File: src/rtl/mem_port_arbiter_if.sv
// Purpose : bundles the I-fetch, D-access and memory-side signals of the memory port arbiter.
// Latency : n/a (signal bundle only).
// Backpress: memory stalls via m_ready; requesters hold req until their one-cycle ack.
// Ports    : slave = arbiter view (requests and m_ready/m_rdata in; acks, rdata, m_* out);
//            master = environment view (directions reversed).
interface mem_port_arbiter_if #(
    parameter int SIZE = 32,
    parameter int AW   = 32
);
    logic            i_req;
    logic [AW-1:0]   i_addr;
    logic [SIZE-1:0] i_rdata;
    logic            i_ack;

    logic            d_req;
    logic            d_we;
    logic [AW-1:0]   d_addr;
    logic [SIZE-1:0] d_wdata;
    logic [SIZE-1:0] d_rdata;
    logic            d_ack;

    logic            err;

    logic            m_valid;
    logic            m_we;
    logic [AW-1:0]   m_addr;
    logic [SIZE-1:0] m_wdata;
    logic            m_ready;
    logic [SIZE-1:0] m_rdata;

    logic [1:0]      grant;
    logic            busy;

    modport slave (
        input  i_req, i_addr, d_req, d_we, d_addr, d_wdata, m_ready, m_rdata,
        output i_rdata, i_ack, d_rdata, d_ack, err,
               m_valid, m_we, m_addr, m_wdata, grant, busy
    );

    modport master (
        output i_req, i_addr, d_req, d_we, d_addr, d_wdata, m_ready, m_rdata,
        input  i_rdata, i_ack, d_rdata, d_ack, err,
               m_valid, m_we, m_addr, m_wdata, grant, busy
    );
endinterface

File: src/rtl/mem_port_arbiter.sv
// Purpose : shares one memory port between the I-fetch and D-access requesters (round-robin on conflict).
// Latency : request sampled at E0 (m_valid from E0); m_ready at E1 -> ack in the cycle after E1; IDLE again at E2.
// Backpress: m_valid held until m_ready; aborted with err after TIMEOUT WAIT edges without m_ready.
// Ports    : clk, rst (sync, active-high); bus = mem_port_arbiter_if.slave carrying
//            i_req/i_addr/i_rdata/i_ack, d_req/d_we/d_addr/d_wdata/d_rdata/d_ack, err,
//            m_valid/m_we/m_addr/m_wdata/m_ready/m_rdata, grant, busy. All outputs registered.
module mem_port_arbiter #(
    parameter int SIZE    = 32,
    parameter int AW      = 32,
    parameter int TIMEOUT = 15
) (
    input  logic              clk,
    input  logic              rst,
    mem_port_arbiter_if.slave bus
);

    typedef enum logic [1:0] {
        S_IDLE = 2'd0,
        S_WAIT = 2'd1,
        S_DONE = 2'd2
    } state_t;

    // Counter value at which a still-unanswered WAIT edge aborts the transaction.
    localparam logic [7:0] CNT_LAST = 8'(TIMEOUT - 1);

    state_t          state_q, state_d;
    logic            owner_q, owner_d;     // 1 = D owns the current transaction
    logic            last_q,  last_d;      // last conflict winner, 1 = D
    logic [7:0]      cnt_q,   cnt_d;
    logic            pick_d;

    logic            m_valid_q, m_valid_d;
    logic            m_we_q,    m_we_d;
    logic [AW-1:0]   m_addr_q,  m_addr_d;
    logic [SIZE-1:0] m_wdata_q, m_wdata_d;
    logic [1:0]      grant_q,   grant_d;
    logic            i_ack_q,   i_ack_d;
    logic            d_ack_q,   d_ack_d;
    logic            err_q,     err_d;
    logic [SIZE-1:0] i_rdata_q, i_rdata_d;
    logic [SIZE-1:0] d_rdata_q, d_rdata_d;
    logic            busy_q;

    always_ff @(posedge clk) begin
        if (rst) begin
            state_q   <= S_IDLE;
            owner_q   <= 1'b0;
            last_q    <= 1'b0;
            cnt_q     <= 8'd0;
            m_valid_q <= 1'b0;
            m_we_q    <= 1'b0;
            m_addr_q  <= '0;
            m_wdata_q <= '0;
            grant_q   <= 2'b00;
            i_ack_q   <= 1'b0;
            d_ack_q   <= 1'b0;
            err_q     <= 1'b0;
            i_rdata_q <= '0;
            d_rdata_q <= '0;
            busy_q    <= 1'b0;
        end else begin
            state_q   <= state_d;
            owner_q   <= owner_d;
            last_q    <= last_d;
            cnt_q     <= cnt_d;
            m_valid_q <= m_valid_d;
            m_we_q    <= m_we_d;
            m_addr_q  <= m_addr_d;
            m_wdata_q <= m_wdata_d;
            grant_q   <= grant_d;
            i_ack_q   <= i_ack_d;
            d_ack_q   <= d_ack_d;
            err_q     <= err_d;
            i_rdata_q <= i_rdata_d;
            d_rdata_q <= d_rdata_d;
            busy_q    <= (state_d != S_IDLE);
        end
    end

    always_comb begin
        state_d   = state_q;
        owner_d   = owner_q;
        last_d    = last_q;
        cnt_d     = cnt_q;
        m_valid_d = m_valid_q;
        m_we_d    = m_we_q;
        m_addr_d  = m_addr_q;
        m_wdata_d = m_wdata_q;
        grant_d   = grant_q;
        i_ack_d   = 1'b0;
        d_ack_d   = 1'b0;
        err_d     = 1'b0;
        i_rdata_d = i_rdata_q;
        d_rdata_d = d_rdata_q;

        // D wins when it is the only requester, or on a conflict when I won the last one.
        pick_d = bus.d_req & (~bus.i_req | ~last_q);

        case (state_q)
            S_IDLE: begin
                if (bus.i_req | bus.d_req) begin
                    if (bus.i_req & bus.d_req) begin
                        last_d = pick_d;
                    end
                    owner_d   = pick_d;
                    m_valid_d = 1'b1;
                    cnt_d     = 8'd0;
                    state_d   = S_WAIT;
                    if (pick_d) begin
                        m_we_d    = bus.d_we;
                        m_addr_d  = bus.d_addr;
                        m_wdata_d = bus.d_wdata;
                        grant_d   = 2'b10;
                    end else begin
                        m_we_d    = 1'b0;
                        m_addr_d  = bus.i_addr;
                        m_wdata_d = '0;
                        grant_d   = 2'b01;
                    end
                end
            end

            S_WAIT: begin
                // m_ready takes priority over the abort on the final counted edge.
                if (bus.m_ready) begin
                    m_valid_d = 1'b0;
                    grant_d   = 2'b00;
                    state_d   = S_DONE;
                    if (owner_q) begin
                        d_ack_d = 1'b1;
                        if (!m_we_q) begin
                            d_rdata_d = bus.m_rdata;
                        end
                    end else begin
                        i_ack_d   = 1'b1;
                        i_rdata_d = bus.m_rdata;
                    end
                end else if (cnt_q == CNT_LAST) begin
                    m_valid_d = 1'b0;
                    grant_d   = 2'b00;
                    state_d   = S_DONE;
                    err_d     = 1'b1;
                    if (owner_q) begin
                        d_ack_d = 1'b1;
                    end else begin
                        i_ack_d = 1'b1;
                    end
                end else begin
                    cnt_d = cnt_q + 8'd1;
                end
            end

            S_DONE: begin
                state_d = S_IDLE;
            end

            default: begin
                state_d = S_IDLE;
            end
        endcase
    end

    assign bus.m_valid = m_valid_q;
    assign bus.m_we    = m_we_q;
    assign bus.m_addr  = m_addr_q;
    assign bus.m_wdata = m_wdata_q;
    assign bus.grant   = grant_q;
    assign bus.i_ack   = i_ack_q;
    assign bus.d_ack   = d_ack_q;
    assign bus.err     = err_q;
    assign bus.i_rdata = i_rdata_q;
    assign bus.d_rdata = d_rdata_q;
    assign bus.busy    = busy_q;

endmodule

File: src/flat_wrapper.sv
// flat-port wrapper written by rule: the top's interface ports become plain ports
module mem_port_arbiter_flat 
#(
    parameter int SIZE    = 32,
    parameter int AW      = 32,
    parameter int TIMEOUT = 15
)
  (clk, rst, bus_i_req, bus_i_addr, bus_d_req, bus_d_we, bus_d_addr, bus_d_wdata, bus_m_ready, bus_m_rdata, bus_i_rdata, bus_i_ack, bus_d_rdata, bus_d_ack, bus_err, bus_m_valid, bus_m_we, bus_m_addr, bus_m_wdata, bus_grant, bus_busy);
  mem_port_arbiter_if #(.SIZE(SIZE), .AW(AW)) bus_i ();
  input  logic clk;
  input  logic rst;
  input wire logic [$bits(bus_i.i_req)-1:0] bus_i_req;
  input wire logic [$bits(bus_i.i_addr)-1:0] bus_i_addr;
  input wire logic [$bits(bus_i.d_req)-1:0] bus_d_req;
  input wire logic [$bits(bus_i.d_we)-1:0] bus_d_we;
  input wire logic [$bits(bus_i.d_addr)-1:0] bus_d_addr;
  input wire logic [$bits(bus_i.d_wdata)-1:0] bus_d_wdata;
  input wire logic [$bits(bus_i.m_ready)-1:0] bus_m_ready;
  input wire logic [$bits(bus_i.m_rdata)-1:0] bus_m_rdata;
  output wire logic [$bits(bus_i.i_rdata)-1:0] bus_i_rdata;
  output wire logic [$bits(bus_i.i_ack)-1:0] bus_i_ack;
  output wire logic [$bits(bus_i.d_rdata)-1:0] bus_d_rdata;
  output wire logic [$bits(bus_i.d_ack)-1:0] bus_d_ack;
  output wire logic [$bits(bus_i.err)-1:0] bus_err;
  output wire logic [$bits(bus_i.m_valid)-1:0] bus_m_valid;
  output wire logic [$bits(bus_i.m_we)-1:0] bus_m_we;
  output wire logic [$bits(bus_i.m_addr)-1:0] bus_m_addr;
  output wire logic [$bits(bus_i.m_wdata)-1:0] bus_m_wdata;
  output wire logic [$bits(bus_i.grant)-1:0] bus_grant;
  output wire logic [$bits(bus_i.busy)-1:0] bus_busy;
  assign bus_i.i_req = bus_i_req;
  assign bus_i.i_addr = bus_i_addr;
  assign bus_i.d_req = bus_d_req;
  assign bus_i.d_we = bus_d_we;
  assign bus_i.d_addr = bus_d_addr;
  assign bus_i.d_wdata = bus_d_wdata;
  assign bus_i.m_ready = bus_m_ready;
  assign bus_i.m_rdata = bus_m_rdata;
  assign bus_i_rdata = bus_i.i_rdata;
  assign bus_i_ack = bus_i.i_ack;
  assign bus_d_rdata = bus_i.d_rdata;
  assign bus_d_ack = bus_i.d_ack;
  assign bus_err = bus_i.err;
  assign bus_m_valid = bus_i.m_valid;
  assign bus_m_we = bus_i.m_we;
  assign bus_m_addr = bus_i.m_addr;
  assign bus_m_wdata = bus_i.m_wdata;
  assign bus_grant = bus_i.grant;
  assign bus_busy = bus_i.busy;
  mem_port_arbiter #(.SIZE(SIZE), .AW(AW), .TIMEOUT(TIMEOUT)) u_core (.clk(clk), .rst(rst), .bus(bus_i));
endmodule
File: config.mk
export PLATFORM = sky130hd
export DESIGN_NAME = mem_port_arbiter_flat
export DESIGN_NICKNAME = d
export VERILOG_FILES = /design/src/rtl/mem_port_arbiter_if.sv /design/src/rtl/mem_port_arbiter.sv /design/src/flat_wrapper.sv
export SDC_FILE = /design/constraint.sdc
export NUM_CORES = 1
export LEC_CHECK = 0
export CORE_AREA = 2 2 103 105
export DETAILED_ROUTE_END_ITERATION = 10
export DIE_AREA = 0 0 105 107
export DONT_BUFFER_PORTS = 1
export PLACE_DENSITY_LB_ADDON = 0.3
export SLEW_MARGIN = 15
export SYNTH_ARGS = -nofsm -noshare
export SYNTH_HDL_FRONTEND = slang
export SYNTH_SLANG_ARGS = --single-unit
File: constraint.sdc
create_clock -name clk -period 1.9 [get_ports clk]
set_clock_uncertainty 0.1 [all_clocks]
set_input_delay 0.38 -clock clk [delete_from_list [all_inputs] [get_ports clk]]
set_output_delay 0.38 -clock clk [all_outputs]
set_load 0.05 [all_outputs]
# Word-level counts from Yosys, hierarchy flattened
# Index checks and enable logic that the tools add are counted.
[totals]
reg_bits = 148
inputBits = 134
output_inout_bits = 136
[classes]
addsub = 1
n_eq_ne = 6
n_mux = 27
n_bitwise = 9
n_reduce_logical = 11
[ops]
columns = ["operator", "count"]
rows = [
  ["$mux 32", 2],
  ["$mux 8", 3],
  ["$pmux 8 s2", 1],
  ["$mux 2", 7],
  ["$mux 1", 11],
  ["$reduce_and 3->1", 3],
  ["$add 8x1->8 const B", 1],
  ["$eq 8x4->1 const B", 1],
  ["$pmux 2 s2", 2],
  ["$reduce_and 4->1", 2],
  ["$not 1->1", 5],
  ["$ne 2x2->1 const B", 2],
  ["$reduce_bool 2->1", 2],
  ["$ne 3x2->1 const B", 1],
  ["$reduce_or 3->1", 1],
  ["$and 1x1->1", 2],
  ["$eq 2x1->1 const B", 1],
  ["$logic_not 2->1", 1],
  ["$ne 2x1->1 const B", 1],
  ["$or 1x1->1", 2],
  ["$pmux 1 s2", 1],
  ["$reduce_and 2->1", 1],
  ["$reduce_or 2->1", 1],
]

# Longest topological paths before layout
# Gate-level depths: netlist of run 1.
[depth]
word_depth = 6
depth_mapped = 7
depth_no_buf = 6

# Least setup slack after synthesis of run 1
# Ideal clock, no wire load.
[synth_path]
kind = "input-to-reg"
startpoint = "in bus_d_req"
endpoint = "reg u_core.grant_q[1], in the netlist u_core.bus.grant[1]"
t_arrival_ns = 1.323
required_time_ns = 1.670
setup_slack_ns = 0.346
path_stages = 6
path_buffers = 2
path_cell_list = "a21boi_2 > buf_6 > and3_4 > buf_6 > a2111oi_4 > nor3_2"
[synth_via]
elab_chain_cells = 4
word_cells_on_any_way = 7
classes_between = "eq/ne (1); mux (3); bitwise (2); reduce/logical (1)"
[synth_rtl]
columns = ["item", "line", "rtl"]
rows = [
  ["start, declared", "flat_wrapper.sv:14", "input wire logic [$bits(bus_i.d_req)-1:0] bus_d_req;"],
  ["$and 1x1->1", "mem_port_arbiter.sv:97", "pick_d = bus.d_req & (~bus.i_req | ~last_q);"],
  ["$mux 2", "mem_port_arbiter.sv:109", "if (pick_d) begin"],
  ["$mux 2", "mem_port_arbiter.sv:101", "if (bus.i_req | bus.d_req) begin"],
  ["$pmux 2 s2", "mem_port_arbiter.sv:99", "case (state_q)"],
  ["end signal, assigned", "mem_port_arbiter.sv:70", "grant_q <= grant_d;"],
  ["end, declared", "mem_port_arbiter.sv:36", "logic [1:0] grant_q, grant_d;"],
]
# Parallel ways exist; a longest one is shown, timed or not. The select of a mux whose other input is x is not followed.
# A chain may end at the register's enable or synchronous reset.

# Worst setup path after layout of run 1
[layout_path]
startpoint = "reg u_core.state_q[0]"
endpoint = "reg u_core.busy_q, in the netlist u_core.bus.busy"
[layout_via]
elab_chain_cells = 4
word_cells_on_any_way = 7
classes_between = "eq/ne (1); mux (4); reduce/logical (2)"
[layout_rtl]
columns = ["item", "line", "rtl"]
rows = [
  ["start, declared", "mem_port_arbiter.sv:26", "state_t state_q, state_d;"],
  ["start signal, assigned", "mem_port_arbiter.sv:62", "state_q <= state_d;"],
  ["$mux 2", "mem_port_arbiter.sv:138", "end else if (cnt_q == CNT_LAST) begin"],
  ["$mux 2", "mem_port_arbiter.sv:125", "if (bus.m_ready) begin"],
  ["$pmux 2 s2 (*)", "mem_port_arbiter.sv:99", ""],
  ["$reduce_bool 2->1 (*)", "mem_port_arbiter.sv:76", "busy_q <= (state_d != S_IDLE);"],
  ["end signal, assigned", "mem_port_arbiter.sv:76", ""],
  ["end, declared", "mem_port_arbiter.sv:42", "logic busy_q;"],
]
# Every way passes the cells marked *; elsewhere a longest branch is shown, timed or not.

==> flow_summary.ini, run 1 <==
[clock_network]
cts_num_sinks = 148
cts_buffers = 17
cts_tree = yes
clkLatencyLatePin_ns = 0.51
htree_levels = 4
clk_pin_slew_ns = 0.06
cts_root_buffer = clkbuf_8
cts_hold_buf = 5
clk_path_buf_depth = 2

[floorplan]
die_x_um = 105
num_rows = 37
dieArea_mm2 = 0.0112
die_h_um = 107
core_mm2 = 0.0101
io_pins = 270
start_util_pct = 58.8

[detailed_routing]
drtPass1Iterations = 4
drc = 0
wl_per_cell_um = 17.6
wl_um = 13500
highest_layer = met4
vias = 4440
drt_iter0_markers = 261
final_antenna_net_count = 0
wl_met3_um = 1300
dr_wl_met2_um = 6840
via_per_inst = 5.77
wl_met1_um = 5140

[yosys]
ys_seq_elements = 148
synth_area_leader_cell = dfxtp_1
synthCells = 636
ys_types = 52
ys_warn_count = 0
synth_flop_cell = dfxtp_1
synth.avg_cell_area_um2 = 9.33
netlist.area_leader.share_pct = 49.9
syn_nets = 772
synth_edf_count = 0
syn_area_mm2 = 0.00593
yosys-top-cells-area = dfxtp_1 50%, nand2_1 8.4%, a22oi_2 6.3%
synth.yosys.seq_area_share_pct = 49.9
synthArstFlopShare_pct = 0

[timing]
min_period_ns = 1.79
rsz0062_at_grt = no
hold_slack_ns = -0.151
slew_headroom_pct = 60.9
worst_slew_pin_slew_ns = 0.585
slew_viol_final = 0
fmax_ghz = 0.560
hold_violations = 139
finalSetupViolCount = 0
finalSetupTns_ns = 0
post-route-period-util_pct = 94.0

[setup_path]
timing.rr.end = u_core.bus.busy$_SDFF_PP0_
endpoint = u_core.bus.busy$_SDFF_PP0_
crit_arrival_ns = 2.08
critPathLaunchType = register
r2r-start = u_core.state_q[0]$_SDFF_PP0_
cpMaxStageDelayCell = dlygate4sd3_1
crit_chain = nor3_2, a211oi_1, dlygate4sd3_1
required_ns = 2.19
worst_setup_path_end_kind = register
timing.critical_path.buf_inv = 1
worstSetupStartpoint = u_core.state_q[0]$_SDFF_PP0_
critPathMaxFanout = 8
crit_cells = 3
max_stage_delay_ns = 0.57
reg2reg_depth = 3
rrSetupSlack_ns = 0.11
crit_type = register to register
path_delay_family = buffers and inverters

[pwr]
vdd_drop_max_mv = 0.708
switchingPower_mw = 2.43
powerDensity_mw_per_mm2 = 1220
p_leak_nw = 2.38
p_sw_share_pct = 30.0
power_frac_seq_pct = 50.3
intPower_mw = 5.66
comb_power_share_pct = 9.1
pwr-share-clk_pct = 40.6

[placed_design]
port_buffers = 0
dp_hpwl_um = 9160
gp_congestion = 0.825

[cells_and_area]
nNetsFinal = 757
finalCoreUtilization_pct = 65.5
synthToLayoutAreaGrowth_pct = 11.4
diodes = 0
final_layout_size_suffix_gt1_share_pct = 16.7

[run_status]
violations = negative hold slack
outcome = finished, violations left

[hold_path]
holdCritPathClass = primary input to register

[global_routing]
grt_pass1_wl_um = 21300
track_usage_pct = 23.4
grt_pass1_vias = 4330
grt_max_degree = 150
grt_overflow = 0
antenna_found_initial = 0

[flow_run]
drv_cap = 0
==> synthesized netlist by cell type (2+ instances only) <==
library cell and n:
dfxtp_1 148, nand2_1 132, a21oi_1 68, nor2_1 66, mux2i_1 32, a22oi_2 30
a211oi_1 24, clkbuf_1 21, buf_2 12, a211oi_2 11, nor2_2 10, buf_4 8
buf_6 8, nor3_2 5, a31oi_1 4, inv_1 4, nand3_1 4, a22oi_1 3
nor3_1 3, a211o_1 2, a21o_1 2, a41oi_1 2, and4b_1 2, buf_1 2
ha_1 2, nand4_1 2, nor2b_1 2, o21ai_0 2, o2bb2ai_1 2
==> worst reg2reg max path, stage by stage, from the launching register on <==
cell and delay [ns]:
dfxtp_1 0.41, nor3_2 0.46, a211oi_1 0.14, dlygate4sd3_1 0.57
==> per-stage QoR <==
stage / setup slack (ns) / area [µm²] / power, mW / hold WS, ns / std cells
final: 0.114 / 6610 / 8.08 / -0.151 / 770
after global routing: 0.00221 / 6610 / 8.40 / -0.175 / 770
after CTS: 0.105 / 6600 / 8.15 / -0.179 / 770
after detailed placement: 0.183 / 5970 / 4.86 / 0.365 / 733
after global placement: 0.255 / 5970 / 4.83 / 0.360 / 733
after floorplan: 0.346 / 5930 / 4.78 / 0.343 / 636
==> cell families (layout without fill, tap and decap cells) <==
family                     Yosys count  in the layout  share of synthesized area (%)
xor gates and xnor gates             1              1                          0.148
and+or+nand+nor                    239            239                           17.6
DFF                                148            148                           49.9
adders and majority gates            2              2                          0.422
buffers and inverters               56             54                           5.50
muxes                               32             32                           5.40
AOI/OAI and AO/OA                  158            158                           21.0
==> cell type report <==
cell class | count | area (µm²)
fillers | 812 | 3480
multi-input cells | 432 | 2660
clock buffers | 20 | 435
inverters | 4 | 15.0
repair buffers | 18 | 210
flip-flops and latches | 148 | 2960
well taps | 136 | 170
clock inverters | 12 | 153
==> flip-flops by register name, summed over array words and instances, names as in the netlist <==
name                cells
u_core.bus.m_addr      32
u_core.bus.m_we         1
u_core.bus.grant        2
u_core.bus.d_rdata     32
u_core.bus.err          1
u_core.bus.d_ack        1
u_core.cnt_q            8
u_core.bus.busy         1
u_core.bus.m_valid      1
u_core.owner_q          1
u_core.state_q          2
u_core.bus.m_wdata     32
u_core.bus.i_ack        1
u_core.bus.i_rdata     32
u_core.last_q           1
==> what timing repair did <==
action | 4_1_cts | 5_1_grt
endpoints found under the setup margin | 0 | 1
gates resized for setup | 0 | 1
setup buffers | 0 | 0
hold endpoints to repair | 145 | 139
==> placed cells by master, fill, tap and decap left out, types with 3 or more instances in the layout <==
cell type / count
a22oi_2: 30
buf_12: 5
clkbuf_16: 16
nand3_1: 4
dlygate4sd3_1: 5
nor2_1: 66
bufinv_16: 3
a22oi_1: 3
a31oi_1: 4
clkinv_2: 3
buf_4: 8
inv_1: 4
clkinvlp_4: 4
nand2_1: 132
a211oi_1: 24
a21oi_1: 68
a211oi_2: 11
dfxtp_1: 148
nor2_2: 10
mux2i_1: 32
nor3_2: 5
==> layer usage <==
layer  vias to the layer above  GRT usage [%]
met5                         -              0
met4                         0           8.76
met3                        24           9.30
met2                       201           40.6
met1                      2052           25.9
li1                       2163              -
==> worst min path at each step <==
stage / to / slack, ns / start / cells after the start
2_1_floorplan: u_core.cnt_q[7]$_SDFFE_PP0P_ / 0.34 / u_core.cnt_q[7]$_SDFFE_PP0P_ / 1
3_3_place_gp: u_core.bus.m_addr[19]$_SDFFE_PP0P_ / 0.36 / rst / 1
3_5_place_dp: u_core.bus.m_addr[17]$_SDFFE_PP0P_ / 0.36 / rst / 1
4_1_cts: u_core.bus.m_addr[14]$_SDFFE_PP0P_ / -0.18 / rst / 1
5_1_grt: u_core.bus.i_rdata[23]$_SDFFE_PP0P_ / -0.18 / rst / 1
6_report: u_core.bus.m_addr[25]$_SDFFE_PP0P_ / -0.15 / rst / 1
==> power by group through the flow <==
stage	Sequential, mW	Clock (mW)	Combinational (mW)
floorplan	4.09	0	0.687
global placement	4.13	0	0.696
detailed placement	4.14	0	0.726
CTS	4.07	3.35	0.737
global route	4.09	3.50	0.812
finish	4.07	3.28	0.732
(Power assumes the default switching activity.)
==> run 2: changes to the inputs <==
--- a/config.mk
+++ b/config.mk
@@ -5,10 +5,12 @@
 export SDC_FILE = /design/constraint.sdc
 export NUM_CORES = 1
 export LEC_CHECK = 0
-export CORE_AREA = 2 2 103 105
+export CORE_ASPECT_RATIO = 1.25
+export CORE_MARGIN = 5
+export CORE_UTILIZATION = 63
 export DETAILED_ROUTE_END_ITERATION = 10
-export DIE_AREA = 0 0 105 107
 export DONT_BUFFER_PORTS = 1
+export GPL_TIMING_DRIVEN = 1
 export PLACE_DENSITY_LB_ADDON = 0.3
 export SLEW_MARGIN = 15
 export SYNTH_ARGS = -nofsm -noshare
==> run 2 against run 1 <==
Compared with the run above: the flow still finishes with violations (negative hold slack); sequential share of layout area is 0.14 points lower; worst hold slack better by 0.11 ns; fmax increased by 2.8%; sequential cell count did not move; combinational power increased by 2%; global-route usage rose by 0.67 points; non-clock buffer count down 2; via count increased by 0.88%; clock power up 4%; die area increased by 2.1%; count of clock-buffer cells in the layout is 1 lower; sequential power hardly changed; critical path type unchanged.
==> flow_summary.ini, run 2 (same netlist as run 1, synthesis figures left out) <==
[floorplan]
core_mm2 = 0.00917
start_util_pct = 64.7
num_rows = 39
dieArea_mm2 = 0.0115
die_h_um = 119
die_x_um = 96.8
io_pins = 270

[clock_network]
htree_levels = 4
cts_hold_buf = 2
postCtsSetupBuffers = 0
cts_tree = yes
clk_path_buf_depth = 2
clkLatencyLatePin_ns = 0.41
cts.repair.resized = 0
cts_root_buffer = clkbuf_16
cts_buffers = 17
clk_pin_slew_ns = 0.06
cts_num_sinks = 148

[global_routing]
track_usage_pct = 24.1
antenna_found_initial = 0
grt_pass1_wl_um = 22700
grt_overflow = 0
grt_max_degree = 150
grt_pass1_vias = 4356

[timing]
hold_slack_ns = -0.0437
rsz0062_at_grt = no
final.setup.worst_slack_ns = 0.162
finalSetupViolCount = 0
finalSetupTns_ns = 0
worst_slew_pin_slew_ns = 0.578
hold_violations = 47
slew_viol_final = 0
fmax_ghz = 0.575
min_period_ns = 1.74
post-route-period-util_pct = 91.5
slew_headroom_pct = 61.4

[setup_path]
worstSetupStartpoint = u_core.cnt_q[0]$_SDFFE_PP0P_
crit_arrival_ns = 1.94
reg2reg_depth = 6
endpoint = u_core.bus.d_ack$_SDFF_PP0_
worst_setup_path_end_kind = register
crit_type = register to register
r2r-start = u_core.cnt_q[0]$_SDFFE_PP0P_
rrSetupSlack_ns = 0.16
critPathMaxFanout = 7
timing.rr.end = u_core.bus.d_ack$_SDFF_PP0_
critPathLaunchType = register
required_ns = 2.10

[run_status]
outcome = finished, violations left
violations = negative hold slack

[detailed_routing]
vias = 4479
wl_um = 14300
wl_per_cell_um = 18.9
drtPass1Iterations = 4
final_antenna_net_count = 0
via_per_inst = 5.93
drc = 0
drt_iter0_markers = 248

[placed_design]
dp_hpwl_um = 10300
pre_cts_slack_ns = 0.174
postPlaceCellArea_mm2 = 0.00599
dp.cells = 721
gp_congestion = 0.811
port_buffers = 0

[pwr]
total_power_mw = 8.25
vdd_drop_max_mv = 0.677
p_leak_nw = 2.39
powerDensity_mw_per_mm2 = 1240

[flow_run]
drv_cap = 0

[hold_path]
holdCritPathClass = primary input to register

[cells_and_area]
final_cell_mix = 148 x dfxtp_1, 132 x nand2_1, 68 x a21oi_1
final_cells = 755
diodes = 0
synthToLayoutAreaGrowth_pct = 11.7
final_layout_size_suffix_gt1_share_pct = 16.9
finalCoreUtilization_pct = 72.3
final_area_mm2 = 0.00663
nNetsFinal = 755
final_common_cell = dfxtp_1
[run 2: area by class of cell]
class | instances | area [µm²]
Sequential cell | 148 | 2960
Multi-Input combinational cell | 432 | 2660
Fill cell | 685 | 2540
Clock buffer | 19 | 443
Timing Repair Buffer | 16 | 225
Clock inverter | 13 | 173
Tap cell | 123 | 154
Inverter | 4 | 15.0
[run 2: per-layer routing]
layer  GRT usage (%)  vias up  share of wire (%)
met2            40.8      224                 51
met1            26.5     2064                 35
met5               0        -                  0
li1                -     2162                  -
met4            10.1        0                2.4
met3            10.1       29                 11
[run 2: critical path, stage by stage (launching register included)]
cell and delay (ns):
dfxtp_1 0.39, inv_1 0.08, ha_1 0.19, and4b_1 0.22, a21oi_2 0.37, nor3_1 0.10
and2_1 0.18
[run 2: worst min-delay path by stage]
stage,start,endpoint,slack (ns),cells after the start
2_1_floorplan,u_core.cnt_q[7]$_SDFFE_PP0P_,u_core.cnt_q[7]$_SDFFE_PP0P_,0.34,1
3_3_place_gp,rst,u_core.bus.i_rdata[28]$_SDFFE_PP0P_,0.36,1
3_5_place_dp,rst,u_core.bus.m_addr[16]$_SDFFE_PP0P_,0.36,1
4_1_cts,rst,u_core.bus.m_addr[16]$_SDFFE_PP0P_,-0.08,1
5_1_grt,rst,u_core.bus.d_rdata[25]$_SDFFE_PP0P_,-0.07,1
6_report,rst,u_core.bus.m_addr[27]$_SDFFE_PP0P_,-0.04,1
[run 2: power breakdown]
group	internal, mW	total, mW	switching (mW)
clock	2.12	3.42	1.30
combinational	0.334	0.748	0.414
sequential	3.30	4.07	0.779
==> run 3: changes to the inputs <==
--- a/config.mk
+++ b/config.mk
@@ -5,13 +5,14 @@
 export SDC_FILE = /design/constraint.sdc
 export NUM_CORES = 1
 export LEC_CHECK = 0
+export CAP_MARGIN = 5
 export CORE_ASPECT_RATIO = 1.25
 export CORE_MARGIN = 5
 export CORE_UTILIZATION = 63
 export DETAILED_ROUTE_END_ITERATION = 10
 export DONT_BUFFER_PORTS = 1
 export GPL_TIMING_DRIVEN = 1
-export PLACE_DENSITY_LB_ADDON = 0.3
+export PLACE_DENSITY = 0.88
 export SLEW_MARGIN = 15
 export SYNTH_ARGS = -nofsm -noshare
 export SYNTH_HDL_FRONTEND = slang
==> run 3 against run 2 <==
Compared with the run above: the run still ends with negative hold slack left; fmax decreased by 3.4%; first-iteration DRC count increased by 19%; count of clock-buffer cells in the layout down 2; register-to-register slack lost 0.06 ns; die area unchanged; worst hold slack better by 0.0061 ns; critical path depth is the same; critical path type unchanged; largest cell class unchanged; largest power group unchanged.
==> flow_summary.ini, run 3 (same netlist as run 1, synthesis figures left out) <==
[clock_network]
clk_pin_slew_ns = 0.06
cts_root_buffer = clkbuf_16
clkLatencyLatePin_ns = 0.41
cts_tree = yes
postCtsSetupBuffers = 0
cts_buffers = 17
clk_path_buf_depth = 2
htree_levels = 4
cts_hold_buf = 1
cts_num_sinks = 148

[setup_path]
worst_setup_path_end_kind = register
reg2reg_depth = 6
critPathLaunchType = register
rrSetupSlack_ns = 0.10
crit_type = register to register
crit_arrival_ns = 1.99
r2r-start = u_core.cnt_q[0]$_SDFFE_PP0P_
critPathMaxFanout = 7
timing.rr.end = u_core.bus.d_ack$_SDFF_PP0_
required_ns = 2.09
worstSetupStartpoint = u_core.cnt_q[0]$_SDFFE_PP0P_

[cells_and_area]
diodes = 0
final_common_cell = dfxtp_1
final_cell_mix = 147 x dfxtp_1, 132 x nand2_1, 68 x a21oi_1
final_layout_size_suffix_gt1_share_pct = 17.3
nNetsFinal = 753
final_area_mm2 = 0.00652
synthToLayoutAreaGrowth_pct = 9.81

[timing]
slew_headroom_pct = 61.5
hold_slack_ns = -0.0376
fmax_ghz = 0.556
worst_slew_pin_slew_ns = 0.576
post-route-period-util_pct = 94.7
min_period_ns = 1.80
final.setup.worst_slack_ns = 0.101
finalSetupViolCount = 0
rsz0062_at_grt = no
hold_violations = 19
slew_viol_final = 0
finalSetupTns_ns = 0

[floorplan]
num_rows = 39
die_x_um = 96.8
core_mm2 = 0.00917
die_h_um = 119
dieArea_mm2 = 0.0115
start_util_pct = 64.7
io_pins = 270

[hold_path]
worstHoldStart = rst
holdCritPathClass = primary input to register
hold_depth = 1
hold-path-endpoint = u_core.bus.m_addr[30]$_SDFFE_PP0P_

[flow_run]
drv_cap = 0

[detailed_routing]
final_antenna_net_count = 0
drtPass1Iterations = 4
wl_per_cell_um = 19.7
drc = 0
via_per_inst = 5.95
vias = 4482
wl_um = 14800
drt_iter0_markers = 294

[run_status]
outcome = finished, violations left
violations = negative hold slack

[placed_design]
postPlaceCellArea_mm2 = 0.00595
dp_hpwl_um = 10800
pre_cts_slack_ns = 0.127
gp_congestion = 0.862
port_buffers = 0

[global_routing]
grt_max_degree = 150
track_usage_pct = 25.2
antenna_found_initial = 0
grt_overflow = 0
grt_pass1_wl_um = 23700
grt_pass1_vias = 4435

[pwr]
intPower_mw = 5.32
p_leak_nw = 2.34
power_frac_seq_pct = 51.9
switchingPower_mw = 2.54
p_sw_share_pct = 32.3
total_power_mw = 7.86
pwr-share-clk_pct = 38.7
vdd_drop_max_mv = 0.697
powerDensity_mw_per_mm2 = 1210
comb_power_share_pct = 9.4
-- run 3: cell count changes in the layout (fill, tap and decap cells not counted), sizes merged --
cell,change
dlygate4sd3,-1
bufinv,-3
buf,-1
clkinv,+4
clkbuf,-2
inv,+1
-- run 3: critical path: stages (launching register included) --
cell and delay [ns]:
dfxtp_1 0.40, inv_1 0.09, ha_1 0.21, and4b_1 0.22, a21oi_2 0.38, nor3_1 0.11
and2_1 0.18
-- run 3: stage by stage --
step	util, %	instances
6_report	71.0	753
3_5_place_dp	64.9	720
2_1_floorplan	-	636
3_3_place_gp	64.9	720
4_1_cts	71.0	753
5_1_grt	71.0	753
-- run 3: worst max path at each step --
stage | cells past startpoint | slack, ns | end
floorplan | 6 | 0.35 | u_core.bus.grant[1]$_SDFFE_PP0P_
global placement | 5 | 0.19 | u_core.bus.m_we$_SDFFE_PP0P_
detailed placement | 5 | 0.13 | u_core.bus.m_wdata[0]$_SDFFE_PP0P_
CTS | 6 | 0.11 | u_core.bus.i_rdata[14]$_SDFFE_PP0P_
global route | 6 | 0.03 | u_core.bus.d_ack$_SDFF_PP0_
finish | 6 | 0.10 | u_core.bus.d_ack$_SDFF_PP0_
-- run 3: final cells by class --
type                       count  area [µm²]
multi-input combinational    432        2660
clock inverter                15         124
clock buffer                  17         425
tap                          123         154
timing repair buffer          14         174
inverter                       4        15.0
sequential                   148        2960
fill                         693        2660
-- run 3: layer usage --
metal,routed length (µm),part of all wire (%),vias to the layer above,track usage [%]
li1,-,-,2154,-
met1,5160,35,2109,26.4
met2,7970,54,209,45.8
met3,1550,10,10,11.5
met4,145,0.98,0,6.23
met5,0,0,-,0
-- run 3: power groups by stage --
stage          combinational (mW)  clock, mW  sequential, mW
4_1_cts                     0.741       3.10            4.08
5_1_grt                     0.821       3.25            4.10
3_5_place_dp                0.737          0            4.15
2_1_floorplan               0.687          0            4.09
3_3_place_gp                0.696          0            4.14
6_report                    0.736       3.05            4.08
-- run 3: timing repair --
item / CTS / global route
resized for setup: 0 / 2
setup endpoints to repair: 0 / 14
endpoints found under the hold margin: 140 / 131
